**src/rtl/ship_board_ctl.sv**
```systemverilog
// ship_board_ctl: two-player battleship board store.
// Handles placement, then battle, through a command/response handshake.
// It also provides a registered read port for the board renderer.
// Optional build macro: SHIP_ADJACENCY_CHECK_EN. When it is defined, a placement
// is refused if any neighbouring cell on the same board already holds a ship.
module ship_board_ctl #(
  parameter  int BOARD_SIZE = 9,
  parameter  int SHIPS      = 4,
  localparam int COORD_W    = $clog2(BOARD_SIZE),
  localparam int CNT_W      = $clog2(SHIPS + 1)
) (
  input  logic               clk,
  input  logic               rst_n,
  input  logic [1:0]         start,
  input  logic               cmd_valid,
  input  logic [COORD_W-1:0] cmd_row,
  input  logic [COORD_W-1:0] cmd_col,
  output logic               cmd_ready,
  output logic               rsp_valid,
  output logic [1:0]         rsp_code,
  input  logic               rd_player,
  input  logic [COORD_W-1:0] rd_row,
  input  logic [COORD_W-1:0] rd_col,
  output logic [1:0]         rd_cell,
  output logic [CNT_W-1:0]   host_left,
  output logic [CNT_W-1:0]   guest_left,
  output logic               turn,
  output logic               game_over,
  output logic               winner
);

  typedef enum logic [2:0] {S_IDLE, S_PLACE_H, S_PLACE_G, S_BATTLE, S_OVER} state_e;

  localparam logic [1:0] C_EMPTY = 2'b00, C_SHIP = 2'b01, C_MISS = 2'b10, C_HIT = 2'b11;
  localparam logic [1:0] R_PLACED = 2'b00, R_MISS = 2'b01, R_HIT = 2'b10, R_REJ = 2'b11;

  state_e state_q, state_d;
  // Board index 0 is the host and index 1 is the guest. Each cell is a [row][col] pair of bits.
  logic [1:0][BOARD_SIZE-1:0][BOARD_SIZE-1:0][1:0] cells_q, cells_d;
  logic [1:0][CNT_W-1:0] left_q, left_d;
  logic       turn_q, turn_d, over_q, over_d, winner_q, winner_d;
  logic       rsp_valid_q, rsp_valid_d;
  logic [1:0] rsp_code_q, rsp_code_d, rd_cell_q, rd_cell_d;

  logic       accept, tgt, in_range, is_place, is_battle, adj, wr, dec, win;
  logic [1:0] cell_cur, new_cell, code;

  // Evaluate the command against the target board. The result is committed only on acceptance.
  always_comb begin
    accept    = cmd_valid && cmd_ready;
    is_place  = (state_q == S_PLACE_H) || (state_q == S_PLACE_G);
    is_battle = (state_q == S_BATTLE);
    // Placement writes the active player's own board. A shot writes the opponent's board.
    tgt       = is_battle ? ~turn_q : (state_q == S_PLACE_G);
    in_range  = (int'(cmd_row) < BOARD_SIZE) && (int'(cmd_col) < BOARD_SIZE);
    cell_cur  = C_EMPTY;
    adj       = 1'b0;
    for (int i = 0; i < BOARD_SIZE; i++)
      for (int j = 0; j < BOARD_SIZE; j++) begin
        if (int'(cmd_row) == i && int'(cmd_col) == j) cell_cur = cells_q[tgt][i][j];
`ifdef SHIP_ADJACENCY_CHECK_EN
        // The centre cell is included in this check. It is already rejected as occupied anyway.
        if (cells_q[tgt][i][j] == C_SHIP &&
            i >= int'(cmd_row) - 1 && i <= int'(cmd_row) + 1 &&
            j >= int'(cmd_col) - 1 && j <= int'(cmd_col) + 1) adj = 1'b1;
`endif
      end
    code     = R_REJ;
    new_cell = cell_cur;
    wr       = 1'b0;
    dec      = 1'b0;
    if (is_place) begin
      if (in_range && cell_cur == C_EMPTY && left_q[tgt] != '0 && !adj) begin
        code = R_PLACED; new_cell = C_SHIP; wr = 1'b1; dec = 1'b1;
      end
    end else if (is_battle && in_range) begin
      if (cell_cur == C_EMPTY) begin
        code = R_MISS; new_cell = C_MISS; wr = 1'b1;
      end else if (cell_cur == C_SHIP) begin
        code = R_HIT; new_cell = C_HIT; wr = 1'b1; dec = 1'b1;
      end
    end
    win = accept && is_battle && dec && (left_q[tgt] == CNT_W'(1));
  end

  // Phase sequencing. Start requests are ignored while a response is being presented.
  always_comb begin
    state_d = state_q;
    if (!rsp_valid_q) begin
      case (state_q)
        S_IDLE:    if (start == 2'b01) state_d = S_PLACE_H;
        S_PLACE_H: if (start == 2'b10 && left_q[0] == '0) state_d = S_PLACE_G;
        S_PLACE_G: if (start == 2'b11 && left_q[1] == '0) state_d = S_BATTLE;
        S_BATTLE:  if (win) state_d = S_OVER;
        default:   state_d = state_q;
      endcase
    end
  end

  // Handshake output. The block is busy during the response cycle, so commands are spaced out.
  always_comb begin
    cmd_ready = ((state_q == S_PLACE_H) || (state_q == S_PLACE_G) || (state_q == S_BATTLE))
                && !rsp_valid_q;
  end

  // Next values for the board, counters, turn and result flags.
  always_comb begin
    cells_d     = cells_q;
    left_d      = left_q;
    turn_d      = turn_q;
    over_d      = over_q;
    winner_d    = winner_q;
    rsp_valid_d = accept;
    rsp_code_d  = accept ? code : rsp_code_q;
    if (accept && wr)
      for (int i = 0; i < BOARD_SIZE; i++)
        for (int j = 0; j < BOARD_SIZE; j++)
          if (int'(cmd_row) == i && int'(cmd_col) == j) cells_d[tgt][i][j] = new_cell;
    if (accept && dec) left_d[tgt] = left_q[tgt] - CNT_W'(1);
    if (accept && is_battle && wr) turn_d = ~turn_q;
    if (win) begin
      over_d   = 1'b1;
      winner_d = turn_q;
    end
    // During placement the counters count down the cells still to place.
    // When battle starts they are reloaded to count unhit ship cells.
    if (state_q == S_PLACE_G && state_d == S_BATTLE) begin
      left_d[0] = CNT_W'(SHIPS);
      left_d[1] = CNT_W'(SHIPS);
    end
  end

  // Registered read port. It samples the pre-write contents, and out-of-range reads return 00.
  always_comb begin
    rd_cell_d = C_EMPTY;
    for (int i = 0; i < BOARD_SIZE; i++)
      for (int j = 0; j < BOARD_SIZE; j++)
        if (int'(rd_row) == i && int'(rd_col) == j) rd_cell_d = cells_q[rd_player][i][j];
  end

  // State register.
  always_ff @(posedge clk or negedge rst_n) begin
    if (!rst_n) state_q <= S_IDLE;
    else        state_q <= state_d;
  end

  // Datapath registers. An asynchronous reset drops any pending response and any board contents.
  always_ff @(posedge clk or negedge rst_n) begin
    if (!rst_n) begin
      cells_q     <= '0;
      left_q      <= {CNT_W'(SHIPS), CNT_W'(SHIPS)};
      turn_q      <= 1'b0;
      over_q      <= 1'b0;
      winner_q    <= 1'b0;
      rsp_valid_q <= 1'b0;
      rsp_code_q  <= 2'b00;
      rd_cell_q   <= 2'b00;
    end else begin
      cells_q     <= cells_d;
      left_q      <= left_d;
      turn_q      <= turn_d;
      over_q      <= over_d;
      winner_q    <= winner_d;
      rsp_valid_q <= rsp_valid_d;
      rsp_code_q  <= rsp_code_d;
      rd_cell_q   <= rd_cell_d;
    end
  end

  assign rsp_valid  = rsp_valid_q;
  assign rsp_code   = rsp_code_q;
  assign rd_cell    = rd_cell_q;
  assign host_left  = left_q[0];
  assign guest_left = left_q[1];
  assign turn       = turn_q;
  assign game_over  = over_q;
  assign winner     = winner_q;

endmodule
```
**config.mk**
```make
export PLATFORM = sky130hd
export DESIGN_NAME = ship_board_ctl
export DESIGN_NICKNAME = d
export VERILOG_FILES = /design/src/rtl/ship_board_ctl.sv
export SDC_FILE = /design/constraint.sdc
export NUM_CORES = 1
export LEC_CHECK = 0
export ABC_AREA = 0
export BUFFER_PORTS_ARGS = -buffer_cell sky130_fd_sc_hd__buf_2
export CORE_MARGIN = 2
export CORE_UTILIZATION = 35
export DETAILED_ROUTE_END_ITERATION = 6
export SETUP_SLACK_MARGIN = 0.15
export SKIP_LAST_GASP = 1
export SLEW_MARGIN = 20
export SYNTH_ARGS = -nofsm -noshare
export SYNTH_HDL_FRONTEND = slang
export SYNTH_SLANG_ARGS = --single-unit
```
**constraint.sdc**
```tcl
create_clock -name clk -period 5.87 [get_ports clk]
set_clock_uncertainty 0.2 [all_clocks]
set_input_delay 0.8805 -clock clk [delete_from_list [all_inputs] [get_ports clk]]
set_output_delay 0.8805 -clock clk [all_outputs]
set_load 0.02 [all_outputs]
```
==> impl_metrics.yaml <==
outcome:
  status: "finished, final reports clean"
final_layout:
  fin_cells: 3190
  nets: 2344
  layout-drive-gt1-share: 0.217
  seqCellArea_um2: 8540
  postLayoutCellArea_um2: 25300
  area_delta_synth_final_pct: 16.0
  multi_input_area_um2: 12400
  fill_cells: 6122
floorplanning:
  dieArea_um2: 64400
  die_h_um: 254
  start_util: 0.354
  die_w_um: 254
  rows: 91
  coreArea_um2: 61700
  ios: 37
placement:
  gp_congestion: 1.04
  placed_area_um2: 23800
  dp_cells: 3111
  hpwl_um: 64900
  port_buffers: 36
logic_synthesis:
  syn_area_um2: 21800
  synth_top_area_frac: 0.389
  yosysTopAreaCell: "dfrtp_1"
  synth_warnings: 0
  synth.area.top_cells: "dfrtp_1 39%, mux2i_1 7.2%, mux2_2 5.6%"
  synth-seq-cells: 341
  synth_edf_count: 0
  synth_cell_type_count: 83
  seq_area_frac_synth: 0.391
  syn_area_per_cell_um2: 9.54
  synth_async_sr_flop_share: 1.00
  syn_inst: 2288
  synth_ff_type: "dfrtp_1"
  syn_nets: 2313
sta:
  period_share: 0.854
  setup_violations: 0
  grt_setup_unrepaired: "no"
  maxSlewViolCount: 0
  relSlewSlack: 0.282
  hold_viol: 0
  clock.fmax_mhz: 199
  tns_ps: 0
  fin_crit_ps: 5010
  hold_slack_ps: 286
  worst-slew-pin-transition_ps: 1070
critical_path:
  end_kind: "register"
  cp_top_family: "compound AO/OA/AOI/OAI gates"
  r2r_slack_ps: 860
  path_class: "register to register"
  cp_max_fo: 75
  worstPathCellList: "and2b_2 > nand2_8 > buf_4 > a211oi_1 > a221o_1 > a21oi_1 > a2111oi_2 > buf_4 > a21oi_1 > buf_4 > o32ai_4 > buf_12 > nand4_1 > mux2_1"
  cp_num_buf_inv: 4
  critPathSlowestCell: "a211oi_1"
  crit_top_cell: "buf_4"
  cp_data_required_time_ps: 6140
  worst_setup_path_start_kind: "register"
  reg2regPathDepth: 14
  critical-path-max-stage-delay_ps: 520
  r2r-end: "cells_q[118]$_DFFE_PN0P_"
  reg2reg_from: "state_q[1]$_DFF_PN0_"
  cp.arrival_ps: 5280
route:
  drc_errors: 0
  drt_iter0_drc: 2461
  met3_length_um: 10100
  met2_length_um: 41400
  totalWireLength_um: 95700
  ant_nets: 0
  m1WireLength_um: 38300
  firstDrtPassIters: 6
  routed_via_density: 6.63
  wl_per_cell_um: 30.0
  maxUsedRoutingLayer: "met5"
  vias: 21200
grt:
  grt_pass1_wl_um: 142000
  grt-ovfl-total: 0
  track_usage: 0.297
  grt_max_degree: 168
  antenna_found_initial: 4
  grt_pass1_vias: 20800
min_path:
  hold_end: "cells_q[299]$_DFFE_PN0P_"
  hold_path_class: "register to register"
  hold_start: "cells_q[299]$_DFFE_PN0P_"
  holdPathStages: 1
clock_network:
  h-tree-depth: 2
  clock_latency_ps: 590
  cts-root-buf: "clkbuf_16"
  cts_tree: "built"
  cts.repair.resized: 0
  cts.path.max_buffers: 3
  cts_sinks: 341
  cts_made_buffers: 42
  clk_pin_slew_ps: 60
pwr:
  power_switching_mw: 3.00
  swShare: 0.385
  p_leak_nw: 10.8
  clkPwrFrac: 0.362
  power_density_nw_per_um2: 308
  peakVddDrop_mv: 0.373
  pwr-share-seq: 0.318
  p_comb_frac: 0.320
  internal-power_mw: 4.79
  p_total_mw: 7.79
flow_run:
  cap_violations: 0
routing by layer:
layer | GRT usage | vias up
li1 | - | 8769
met1 | 0.395 | 10700
met2 | 0.446 | 1343
met3 | 0.0770 | 348
met4 | 0.152 | 4
met5 | 0 | -
how the worst max path moves through the flow:
stage / startpoint / to / slack [ps] / cells after the start
final: state_q[1]$_DFF_PN0_ / cells_q[118]$_DFFE_PN0P_ / 860 / 14
after CTS: state_q[1]$_DFF_PN0_ / cells_q[118]$_DFFE_PN0P_ / 900 / 14
after detailed placement: cmd_col[0] / cells_q[118]$_DFFE_PN0P_ / 640 / 16
after global routing: state_q[1]$_DFF_PN0_ / cells_q[58]$_DFFE_PN0P_ / 650 / 13
after floorplan: state_q[1]$_DFF_PN0_ / cells_q[18]$_DFFE_PN0P_ / 1140 / 20
after global placement: cmd_col[3] / cells_q[113]$_DFFE_PN0P_ / 680 / 18
worst register-to-register path, stage by stage, from the launching register on:
cell and delay (ps):
dfrtp_1 510, and2b_2 430, nand2_8 380, buf_4 380
a211oi_1 520, a221o_1 220, a21oi_1 60, a2111oi_2 340
buf_4 170, a21oi_1 120, buf_4 190, o32ai_4 410
buf_12 380, nand4_1 230, mux2_1 350
cells in the final DEF (no fill, tap or decap), drive strengths merged, types with 10 or more instances in the layout:
| cell type | n |
|---|---|
| mux4 | 17 |
| a22oi | 12 |
| a31o | 73 |
| nand3 | 139 |
| nor3 | 24 |
| and3 | 27 |
| buf | 207 |
| clkbuf | 62 |
| o22ai | 30 |
| o21ai | 107 |
| o21bai | 91 |
| a211oi | 39 |
| nand2 | 163 |
| a21oi | 90 |
| mux2 | 208 |
| nand2b | 15 |
| mux2i | 158 |
| nand4b | 11 |
| o31ai | 10 |
| o211ai | 20 |
| nor2 | 173 |
| nor2b | 19 |
| a31oi | 19 |
| nand4 | 103 |
| dfrtp | 339 |
state kept, by name, summed over array words and instances, names as in the netlist:
signal      count
state_q         3
turn            1
rsp_code        2
cells_q       324
rsp_valid       1
winner          1
host_left       3
game_over       1
guest_left      3
rd_cell         2
cell type report:
class,count,share of cell area
Clock inverter,15,0.00850
Inverter,5,0.000741
Timing Repair Buffer,209,0.0721
Antenna cell,2,0.000198
Tap cell,837,0.0414
Clock buffer,61,0.0499
Sequential cell,341,0.337
Multi-Input combinational cell,1720,0.490
power by group through the flow:
stage / sequential (mW) / combinational, mW / clock [mW]
6_report: 2.48 / 2.50 / 2.82
5_1_grt: 2.49 / 2.59 / 2.94
4_1_cts: 2.48 / 2.44 / 2.86
3_5_place_dp: 2.52 / 2.43 / 0
3_3_place_gp: 2.52 / 2.41 / 0
2_1_floorplan: 2.53 / 1.38 / 0
cells by family after synthesis:
kind of cell             share of synthesized area
AND/OR/NAND/NOR                              0.168
AO/OA/AOI/OAI                                0.196
multiplexers                                 0.198
flip-flops                                   0.391
buffers and inverters                       0.0450
adder cells (fa/ha/maj)                    0.00172
stage by stage:
step	setup WS [ps]	utilization
floorplan	1140	-
global placement	681	0.386
detailed placement	640	0.386
CTS	897	0.410
global route	648	0.410
finish	857	0.410
cell usage after synthesis (all sizes together) (24+ instances only):
master and n:
dfrtp 339, mux2 208, nor2 173, nand2 163
mux2i 158, nand3 139, clkbuf 137, o21ai 107
nand4 103, o21bai 91, a21oi 90, buf 85
a31o 73, a211oi 39, o22ai 30, and3 27
nor3 24
what timing repair did:
item,in CTS,in global routing
hold endpoints to repair,4,0
setup buffers,0,0
hold buffers,1,0
No activity file was read; power rests on OpenSTA's default activity.
